File: config.mk
export PLATFORM = sky130hd
export DESIGN_NAME = bridge_deadtime_gen
export DESIGN_NICKNAME = d
export VERILOG_FILES = /design/src/rtl/bridge_dt_pkg.sv /design/src/rtl/bridge_dt_phase.sv /design/src/rtl/bridge_deadtime_gen.sv
export SDC_FILE = /design/constraint.sdc
export NUM_CORES = 1
export LEC_CHECK = 0
export BUFFER_PORTS_ARGS = -buffer_cell sky130_fd_sc_hd__buf_2
export CORE_AREA = 2 2 82 76
export CTS_BUF_LIST = sky130_fd_sc_hd__clkbuf_8
export DETAILED_ROUTE_END_ITERATION = 12
export DIE_AREA = 0 0 84 78
export PLACE_DENSITY = 0.69
export REMOVE_ABC_BUFFERS = 1
export SYNTH_ARGS = -nofsm -noshare
export SYNTH_HDL_FRONTEND = slang
export SYNTH_HIERARCHICAL = 1
export SYNTH_SLANG_ARGS = --single-unit
File: constraint.sdc
create_clock -name i_clk -period 2.5 [get_ports i_clk]
set_input_delay 0.5 -clock i_clk [delete_from_list [all_inputs] [get_ports i_clk]]
set_output_delay 0.5 -clock i_clk [all_outputs]
set_load 0.01 [all_outputs]
File: src/rtl/bridge_dt_pkg.sv
// rtl/bridge_dt_pkg.sv - shared types and request decode for the bridge dead-time generator
package bridge_dt_pkg;

    typedef enum logic [1:0] {
        PH_OFF = 2'd0,
        PH_HI  = 2'd1,
        PH_LO  = 2'd2
    } phase_state_t;

    // Bit offsets of the high and low switch within one phase pair
    localparam int HI_BIT = 0;
    localparam int LO_BIT = 1;

    typedef enum logic [1:0] {
        REQ_OFF     = 2'd0,
        REQ_HI      = 2'd1,
        REQ_LO      = 2'd2,
        REQ_ILLEGAL = 2'd3
    } phase_req_t;

    // Both switches requested together is never honoured
    function automatic phase_req_t decode_req(input logic [1:0] pair);
        case ({pair[LO_BIT], pair[HI_BIT]})
            2'b00:   decode_req = REQ_OFF;
            2'b01:   decode_req = REQ_HI;
            2'b10:   decode_req = REQ_LO;
            default: decode_req = REQ_ILLEGAL;
        endcase
    endfunction

endpackage

File: src/rtl/bridge_dt_phase.sv
// rtl/bridge_dt_phase.sv - one half-bridge phase: FSM, dead counter, optional min-on (HAMSTER_BRIDGE_MIN_ON_EN)
module bridge_dt_phase
    import bridge_dt_pkg::*;
#(
    parameter int K_DTRES = 8
) (
    input  logic               clk,
    input  logic               rst_n,
    input  logic [1:0]         pair,
    input  logic               enable,
    input  logic [K_DTRES-1:0] dead_time,
`ifdef HAMSTER_BRIDGE_MIN_ON_EN
    input  logic [K_DTRES-1:0] min_on,
`endif
    output logic [1:0]         cmd,
    output logic               dead,
    output logic               illegal
);

    localparam logic [K_DTRES-1:0] CNT_MAX = '1;

    phase_state_t       state, state_nxt;
    phase_req_t         req;
    logic [K_DTRES-1:0] cnt, cnt_nxt;
    logic               dead_nxt;
    logic               want_on;
    logic               leave_ok;
`ifdef HAMSTER_BRIDGE_MIN_ON_EN
    logic [K_DTRES-1:0] on_cnt, on_nxt;
`endif

    // State, dead counter and the registered dead-hold flag
    always_ff @(posedge clk or negedge rst_n) begin
        if (!rst_n) begin
            state  <= PH_OFF;
            cnt    <= '0;
            dead   <= 1'b0;
`ifdef HAMSTER_BRIDGE_MIN_ON_EN
            on_cnt <= '0;
`endif
        end else begin
            state  <= state_nxt;
            cnt    <= cnt_nxt;
            dead   <= dead_nxt;
`ifdef HAMSTER_BRIDGE_MIN_ON_EN
            on_cnt <= on_nxt;
`endif
        end
    end

    // Next state: every switch-over goes through OFF and waits out the dead time there
    always_comb begin
        req       = decode_req(pair);
        want_on   = (req == REQ_HI) || (req == REQ_LO);
        illegal   = (req == REQ_ILLEGAL);
        state_nxt = state;
        cnt_nxt   = cnt;
        dead_nxt  = (state == PH_OFF) && want_on && enable && (cnt < dead_time);
`ifdef HAMSTER_BRIDGE_MIN_ON_EN
        on_nxt    = on_cnt;
        // Disable and illegal requests bypass the minimum on-time
        leave_ok  = !enable || illegal || (on_cnt >= min_on);
`else
        leave_ok  = 1'b1;
`endif
        case (state)
            PH_OFF: begin
                cnt_nxt = (cnt == CNT_MAX) ? cnt : cnt + 1'b1;
                if (want_on && enable && (cnt >= dead_time)) begin
                    state_nxt = (req == REQ_HI) ? PH_HI : PH_LO;
                    cnt_nxt   = '0;
`ifdef HAMSTER_BRIDGE_MIN_ON_EN
                    on_nxt    = '0;
`endif
                end
            end
            PH_HI, PH_LO: begin
                cnt_nxt = '0;
`ifdef HAMSTER_BRIDGE_MIN_ON_EN
                on_nxt  = (on_cnt == CNT_MAX) ? on_cnt : on_cnt + 1'b1;
`endif
                if ((!enable || req != ((state == PH_HI) ? REQ_HI : REQ_LO)) && leave_ok) begin
                    state_nxt = PH_OFF;
                end
            end
            default: begin
                state_nxt = PH_OFF;
                cnt_nxt   = '0;
            end
        endcase
    end

    // Pin drive decoded straight from the registered state
    always_comb begin
        cmd         = 2'b00;
        cmd[HI_BIT] = (state == PH_HI);
        cmd[LO_BIT] = (state == PH_LO);
    end

endmodule

File: src/rtl/bridge_deadtime_gen.sv
// rtl/bridge_deadtime_gen.sv - per-motor dead-time output stage; optional min-on via HAMSTER_BRIDGE_MIN_ON_EN
module bridge_deadtime_gen
    import bridge_dt_pkg::*;
#(
    parameter int K_NPHASE = 3,
    parameter int K_DTRES  = 8
) (
    input  logic                  i_clk,
    input  logic                  i_rst_n,
    input  logic [2*K_NPHASE-1:0] i_cmd,
    input  logic                  i_enable,
    input  logic [K_DTRES-1:0]    i_dead_time,
    input  logic [K_DTRES-1:0]    i_min_on,
    input  logic                  i_fault_clr,
    output logic [2*K_NPHASE-1:0] o_cmd,
    output logic [K_NPHASE-1:0]   o_dead,
    output logic                  o_fault
);

    logic [K_NPHASE-1:0] illegal;

    for (genvar k = 0; k < K_NPHASE; k++) begin : g_phase
        bridge_dt_phase #(
            .K_DTRES (K_DTRES)
        ) u_phase (
            .clk       (i_clk),
            .rst_n     (i_rst_n),
            .pair      (i_cmd[2*k+1:2*k]),
            .enable    (i_enable),
            .dead_time (i_dead_time),
`ifdef HAMSTER_BRIDGE_MIN_ON_EN
            .min_on    (i_min_on),
`endif
            .cmd       (o_cmd[2*k+1:2*k]),
            .dead      (o_dead[k]),
            .illegal   (illegal[k])
        );
    end

`ifndef HAMSTER_BRIDGE_MIN_ON_EN
    logic unused_min_on;
    assign unused_min_on = ^i_min_on;
`endif

    // Sticky shoot-through flag; a new illegal request outranks a clear
    always_ff @(posedge i_clk or negedge i_rst_n) begin
        if (!i_rst_n) begin
            o_fault <= 1'b0;
        end else if (|illegal) begin
            o_fault <= 1'b1;
        end else if (i_fault_clr) begin
            o_fault <= 1'b0;
        end
    end

endmodule

==> results of run 1 <==
==> synthesized netlist by cell type, drive strengths merged <==
library cell | instances | area, sq um
o41ai | 3 | 26.3
nand3 | 6 | 30.0
nor3 | 7 | 55.1
inv | 43 | 161
nand2 | 33 | 131
o211ai | 3 | 22.5
o21ai | 4 | 20.0
nand2b | 3 | 18.8
or2 | 6 | 37.5
ha | 45 | 563
xnor2 | 12 | 105
o32ai | 6 | 97.6
dfrtp | 34 | 851
a211oi | 9 | 67.6
o2111ai | 3 | 78.8
nand4 | 9 | 56.3
a2bb2oi | 3 | 45.0
and2 | 3 | 18.8
mux2i | 6 | 60.1
a22o | 3 | 26.3
nor3b | 3 | 22.5
and3b | 3 | 26.3
nor2b | 3 | 18.8
a311oi | 3 | 26.3
a21oi | 9 | 45.0
nor2 | 36 | 135
and3 | 3 | 18.8
==> layer usage <==
metal / vias to the layer above / GRT usage (%) / share of wire, %
met3: 7 / 3.62 / 2.9
met5: - / 0 / 0
met4: 0 / 6.94 / 1.8
li1: 1112 / - / -
met2: 29 / 28.1 / 44
met1: 958 / 23.9 / 51
==> cell families after synthesis <==
logic type	after synthesis	synth area share, %
adders and majority gates	45	20.4
muxes	6	2.17
and+or+nand+nor	115	20.6
buffers and inverters	43	5.84
DFF	34	30.8
xor gates and xnor gates	12	3.80
AOI/OAI and AO/OA	46	16.5
==> registers in the layout (all words and copies together), names as in the netlist <==
name / count
o_fault: 1
g_phase.u_phase/cnt: 24
g_phase.u_phase/dead: 3
g_phase.u_phase/state: 6
==> worst max-delay path, delay by kind of cell (launching register included) <==
family	cells	cell delay [ns]
AOI/OAI and AO/OA	3	0.50
adders and majority gates	1	0.31
DFF	1	0.44
and+or+nand+nor	2	0.59
==> power by group through the flow <==
stage / Clock, uW / Combinational, uW / Sequential [uW]
2_1_floorplan: 0 / 1010 / 803
3_3_place_gp: 0 / 1250 / 823
3_5_place_dp: 0 / 1270 / 829
4_1_cts: 435 / 1280 / 819
5_1_grt: 462 / 1470 / 843
6_report: 416 / 1270 / 819
==> through the flow <==
stage               hold slack (ns)  area [sq um]  worst slack (ns)  util (%)
finish                        0.284          3080             0.543      54.7
global route                  0.343          3080             0.370      54.7
CTS                           0.312          3080             0.541      54.7
detailed placement            0.505          2990             0.319      53.1
global placement              0.498          2990             0.361      53.1
floorplan                     0.204          2770             0.642         -
==> worst paths after layout <==
check,startpoint,cells past startpoint,to,slack (ns)
max in group asynchronous,i_rst_n,1,g_phase[2].u_phase/cnt[7]$_DFFE_PN0P_,1.72
worst max-delay path,g_phase[1].u_phase/cnt[5]$_DFFE_PN0P_,6,g_phase[1].u_phase/state[0]$_DFFE_PN0P_,0.54
worst min-delay path,i_rst_n,1,g_phase[0].u_phase/dead$_DFF_PN0_,0.28
min in group i_clk,i_fault_clr,2,o_fault$_DFFE_PN0P_,0.39
worst max register to register,g_phase[1].u_phase/cnt[5]$_DFFE_PN0P_,6,g_phase[1].u_phase/state[0]$_DFFE_PN0P_,0.54
worst min register to register,o_fault$_DFFE_PN0P_,2,o_fault$_DFFE_PN0P_,0.51
==> area by class of cell <==
class | count | share of cell area, %
multi-input combinational | 224 | 56.9
sequential | 34 | 27.6
inverter | 43 | 5.24
timing repair buffer | 27 | 4.39
tap | 70 | 2.84
clock buffer | 6 | 2.68
clock inverter | 2 | 0.284
==> cells in the final DEF (no fill, tap or decap), types with 4 or more instances in the layout <==
cell	synthesis	layout
inv_1	43	44
mux2i_1	6	6
o32ai_2	6	6
dfrtp_1	34	34
clkbuf_8	0	6
ha_1	45	45
xnor2_1	12	12
a21oi_1	9	9
nor3_2	4	4
nor2_1	36	36
or2_1	6	6
nand3_1	6	6
nand2_1	30	30
buf_2	0	27
a211oi_1	9	9
nand4_1	9	9
==> metrics.md, run 1 <==
| Metric | Value |
|---|---|
| Worst ir drop on vdd | `0.378 mV` |
| FF/Latch Area | `851 sq um` |
| Critical path capture point type | `flip-flop` |
| Die H | `78 microns` |
| Core Box Area | `5630 sq um` |
| Final hold violation count | `0` |
| Period utilization | `78.3%` |
| Pin count of the biggest net entering global routing | `35` |
| Sequential area share after synthesis | `30.8%` |
| Initial core utilization | `49.1%` |
| WL per Instance | `12.7 microns` |
| Leakage power | `0.00153 uW` |
| Initial DRC count | `64` |
| GP Congestion | `0.771` |
| Seq pwr share | `32.7%` |
| Status | `finished clean` |
| Vias in the first global route | `2,054` |
| Startpoint types | `flip-flop` |
| Seq cells post-synth | `34` |
| Hpwl dp | `4170 microns` |
| Yosys warnings | `6` |
| # setup viols final | `0` |
| FP Rows | `26` |
| N_diodes | `0` |
| Non-filler cells, final | `406` |
| Inserted Clock Buffers | `5` |
| Fraction of layout cells with a size suffix above 1 | `15.8%` |
| Clock Tree Buf Depth | `2` |
| Tot Pwr | `2500 uW` |
| Vias | `2,106` |
| Number of clock sinks | `34` |
| Max Fclk | `0.511 GHz` |
| Critical path's slowest cell | `dfrtp_1` |
| RSZ-0062 raised after global routing | `no` |
| CP max FO | `4` |
| Net Sw Frac | `41.5%` |
| Post-synth cell types | `30` |
| Syn-to-layout area delta | `11.4%` |
| Global-route wire length before repair | `9270 microns` |
| Remaining global-route overflow | `0` |
| Worst path required time | `2.66 ns` |
| Crit-path cells | `ha_1 > a21oi_1 > o2111ai_4 > nor3b_1 > or2_1 > o32ai_2` |
| Setup TNS | `0 ns` |
| Int Pwr | `1460 uW` |
| # H-tree levels | `2` |
| Fill cells | `525` |
| Final Skew | `0.00856 ns` |
| Initial antenna violation count | `0` |
| Die footprint | `6550 sq um` |
| Final worst path period need | `1.96 ns` |
| WL final | `5170 microns` |
| Clock-pin slew on the worst setup and hold paths | `0.07 ns` |
| Pins Over Slew Limit | `0` |
| Power Dens Cells | `812 nW/um^2` |
| Antenna-violating nets left | `0` |
| Vias per std cell | `5.19` |
| Pre-Repair DR Iteration Count | `4` |
| CP Class | `flip-flop to flip-flop` |
| TritonCTS clock tree | `yes` |
| Sw power | `1040 uW` |
| Mapped Cells | `301` |
| Post-route DRC | `0` |
| Root Buffer | `clkbuf_8` |
| Mapped Area | `2770 sq um` |
| Multi-input gate area | `1750 sq um` |
| Max-cap violations | `0` |
| Post-CTS sizing | `0` |
| Syn Area/Cell | `9.19 sq um` |
| Arr. time, crit path | `2.12 ns` |
| Comb power frac | `50.7%` |
| Slew headroom | `48.3%` |
| Worst Tran Pin Value | `0.775 ns` |
| Skew-Pair Late Insertion Delay | `0.29 ns` |
| IO buf count | `27` |
| Post-CTS Hold Fix Bufs | `0` |
| Fin nets | `406` |
| Worst hold path class | `input pin to asynchronous set/reset pin` |
| Total track usage | `17.8%` |
| Inst Count DP | `398` |
| Die width | `84 microns` |
| Clock power share | `16.6%` |
| Post-CTS setup buffer count | `0` |
| CP max stage delay | `0.44 ns` |
| IO Pins | `36` |
Power figures use the tool's default switching activity.
==> run 2, diff against run 1 <==
--- a/config.mk
+++ b/config.mk
@@ -5,11 +5,12 @@
 export SDC_FILE = /design/constraint.sdc
 export NUM_CORES = 1
 export LEC_CHECK = 0
+export ABC_AREA = 1
 export BUFFER_PORTS_ARGS = -buffer_cell sky130_fd_sc_hd__buf_2
-export CORE_AREA = 2 2 82 76
+export CORE_AREA = 2 2 84 78
 export CTS_BUF_LIST = sky130_fd_sc_hd__clkbuf_8
 export DETAILED_ROUTE_END_ITERATION = 12
-export DIE_AREA = 0 0 84 78
+export DIE_AREA = 0 0 86 80
 export PLACE_DENSITY = 0.69
 export REMOVE_ABC_BUFFERS = 1
 export SYNTH_ARGS = -nofsm -noshare
==> constraint.sdc (replaced) <==
create_clock -name i_clk -period 1.9 [get_ports i_clk]
set_input_delay 0.38 -clock i_clk [delete_from_list [all_inputs] [get_ports i_clk]]
set_output_delay 0.38 -clock i_clk [all_outputs]
set_load 0.01 [all_outputs]
==> run 2 against run 1 <==
Synthesized area grew 5.9%. Utilization is 0.70 points higher. Sequential power grew 34%. Flip-flop and latch count did not move. Critical path depth grew 2. Power increased by 46%. Design area grew 7.6%. Critical path type unchanged. Highest routed layer unchanged.
==> metrics.md, run 2 <==
| Metric | Value |
|---|---|
| Pins Over Slew Limit | `0 (unchanged)` |
| FP Rows | `27 (+3.8%)` |
| Post-synth cell types | `25 (-17%)` |
| Hpwl dp | `4460 microns (+6.9%)` |
| Final hold violation count | `0 (unchanged)` |
| Yosys warnings | `6 (unchanged)` |
| Post-route DRC | `0 (unchanged)` |
| Asr flop ratio synth | `100% (unchanged)` |
| Biggest register | `g_phase.u_phase/cnt` |
| Fin nets | `485 (+19%)` |
| N_diodes | `0 (unchanged)` |
| Seq cells post-synth | `34 (unchanged)` |
| Status | `finished clean` |
| CP bufs+invs | `0 (unchanged)` |
| IO buf count | `27 (unchanged)` |
| Worst ir drop on vdd | `0.620 mV (+64%)` |
| Count leader, synth | `nand2_1` |
| Syn Area/Cell | `7.81 sq um (-15%)` |
| Slew headroom | `83.8% (+35 points)` |
| Worst hold path class | `input pin to asynchronous set/reset pin` |
| Pin count of the biggest net entering global routing | `35 (unchanged)` |
| Critical path capture point type | `flip-flop` |
| Reg2reg path depth | `8 (+2)` |
| Family with the most delay on the worst path | `simple AND/OR/NAND/NOR gates` |
| Die footprint | `6880 sq um (+5.0%)` |
| Fraction of layout cells with a size suffix above 1 | `23.6% (+7.8 points)` |
| Die width | `86 microns (+2.4%)` |
| Initial DRC count | `75 (+17%)` |
| Reg2reg end | `g_phase[0].u_phase/state[1]$_DFFE_PN0P_` |
| Final Skew | `0.00653 ns (-0.00203 ns)` |
| Mapped Cells | `375 (+25%)` |
| Critical path's slowest cell | `dfrtp_1` |
| Final worst path period need | `1.71 ns (-0.244 ns)` |
| Max-cap violations | `0 (unchanged)` |
| Number of clock sinks | `34 (unchanged)` |
| Synth cell count leaders | `nand2_1, inv_1, ha_1` |
| Mapped Area | `2930 sq um (+5.9%)` |
| Max reg flops | `24 (unchanged)` |
| Max Fclk | `0.584 GHz (+14%)` |
| # H-tree levels | `2 (unchanged)` |
| Pre-CTS setup slack | `0.0687 ns (-0.250 ns)` |
| RSZ-0062 raised after global routing | `no` |
| GP Congestion | `0.758 (-1.6%)` |
| Syn-to-layout area delta | `13.2%` |
| Vias in the first global route | `2,285 (+11%)` |
| Crit-path cells | `ha_1 > nand2_1 > nor2_1 > nand4_1 > nand3_4 > nand3_1 > nand2_1 > nand2_1` |
| WL final | `5550 microns (+7.4%)` |
| Antenna-violating nets left | `0 (unchanged)` |
| Synth top area cells | `dfrtp_1, ha_1, nand2_1` |
| Clock-pin slew on the worst setup and hold paths | `0.07 ns (about the same)` |
| Post-CTS sizing | `0 (unchanged)` |
| Commonest cells after routing, fill and taps aside | `nand2_1, inv_1, ha_1` |
| Total track usage | `18.0% (+0.23 points)` |
| CP Class | `flip-flop to flip-flop` |
| Yosys top cell by area | `dfrtp_1` |
| CP max FO | `11 (+7)` |
| Largest regs | `g_phase.u_phase/cnt: 24 flops, g_phase.u_phase/state: 6 flops, g_phase.u_phase/dead: 3 flops` |
| Sequential area share after synthesis | `29.1% (-1.7 points)` |
| CP max stage delay | `0.45 ns (about the same)` |
| IO Pins | `36 (unchanged)` |
| Core Box Area | `5980 sq um (+6.2%)` |
| Clock Tree Buf Depth | `2 (unchanged)` |
| Worst hold margin | `0.0361 ns (-0.248 ns)` |
| Post-CTS setup buffer count | `0 (unchanged)` |
| Setup TNS | `0 ns (unchanged)` |
| Arr. time, crit path | `1.89 ns (-0.23 ns)` |
| Vias | `2,396 (+14%)` |
| Global-route wire length before repair | `9950 microns (+7.4%)` |
| Period utilization | `90.2% (+12 points)` |
| Worst path required time | `2.08 ns (-0.58 ns)` |
| Power Dens Cells | `1100 nW/um^2 (+36%)` |
| Worst Setup SP | `g_phase[0].u_phase/cnt[7]$_DFFE_PN0P_` |
| Die H | `80 microns (+2.6%)` |
| # setup viols final | `0 (unchanged)` |
| Initial antenna violation count | `0 (unchanged)` |
| Worst Tran Pin Value | `0.243 ns (-0.532 ns)` |
| Synth top area share | `29.1% (-1.7 points)` |
| Most used cell, CP | `nand2_1` |
| Skew-Pair Late Insertion Delay | `0.29 ns (about the same)` |
| WL per Instance | `11.4 microns (-10%)` |
| RR Startpoint | `g_phase[0].u_phase/cnt[7]$_DFFE_PN0P_` |
| Vias per std cell | `4.92 (-5.2%)` |
| Remaining global-route overflow | `0 (unchanged)` |
| Register-to-Register Setup Slack | `0.19 ns (-0.36 ns)` |
| Tot Pwr | `3650 uW (+46%)` |
| Post-CTS Hold Fix Bufs | `0 (unchanged)` |
| Initial core utilization | `49.0% (-0.17 points)` |
| Leakage power | `0.00188 uW (+23%)` |
| Setup WS post-layout | `0.187 ns (-0.356 ns)` |
| Startpoint types | `flip-flop` |
| TritonCTS clock tree | `yes` |
| Root Buffer | `clkbuf_8` |
| Finished Core Util | `55.4% (+0.70 points)` |
| Commonest non-fill, non-tap cell in the layout | `nand2_1` |
| Inserted Clock Buffers | `5 (unchanged)` |
| Ys flop type | `dfrtp_1` |
| Worst path depth | `8 (+2)` |
| Pre-Repair DR Iteration Count | `4 (unchanged)` |
| Number of flops mapped to enable cells by yosys | `0 (unchanged)` |
-- run 2: changes by cell type in the layout (fill, tap and decap cells not counted), moves of 12 or more --
cell	previous run	this run
inv_2	0	12
a21oi_2	0	15
xnor2_1	12	0
o21ai_1	1	15
nand2_1	30	79
inv_1	44	67
nand3_1	6	22
nor2_1	36	19
-- run 2: kinds of logic after synthesis --
group,count (synthesis),share of synthesized area [%]
adder cells (fa/ha/maj),45,19.2
buffers and inverters,83,11.5
AO/OA/AOI/OAI,54,12.9
flip-flops,34,29.1
AND/OR/NAND/NOR,156,26.3
XOR/XNOR,3,0.898
-- run 2: cell type report --
class	instances	area [sq um]
clock buffer	5	68.8
clock inverter	3	37.5
fill	562	2670
inverter	77	289
multi-input combinational	258	1750
sequential	34	851
tap	72	90.1
timing repair buffer	38	230
-- run 2: how the worst max path moves through the flow --
stage / to
final: g_phase[0].u_phase/state[1]$_DFFE_PN0P_
after global routing: g_phase[0].u_phase/state[0]$_DFFE_PN0P_
after CTS: g_phase[0].u_phase/state[1]$_DFFE_PN0P_
after detailed placement: g_phase[0].u_phase/state[1]$_DFFE_PN0P_
after global placement: g_phase[0].u_phase/state[1]$_DFFE_PN0P_
after floorplan: g_phase[0].u_phase/state[0]$_DFFE_PN0P_
-- run 2: routing by layer --
layer	part of all wire, %	GRT usage [%]	wire, microns
met1	48	22.5	2650
met2	50	31.6	2750
met3	1.7	3.62	94
met4	1.1	4.60	59
met5	0	0	0
-- run 2: metrics by stage --
step                      area, sq um  cells
after floorplan                  2880    369
after global placement           3200    479
after detailed placement         3200    479
after CTS                        3310    487
after global routing             3310    487
final                            3310    487
-- run 2: report_power, final --
| part | leakage [uW] | total (uW) | internal [uW] | switching (uW) |
|---|---|---|---|---|
| logic | 0.00137 | 1910 | 778 | 1130 |
| clock network | 0.0000607 | 638 | 382 | 257 |
| registers | 0.000449 | 1100 | 910 | 192 |
| total | 0.00188 | 3650 | 2070 | 1580 |
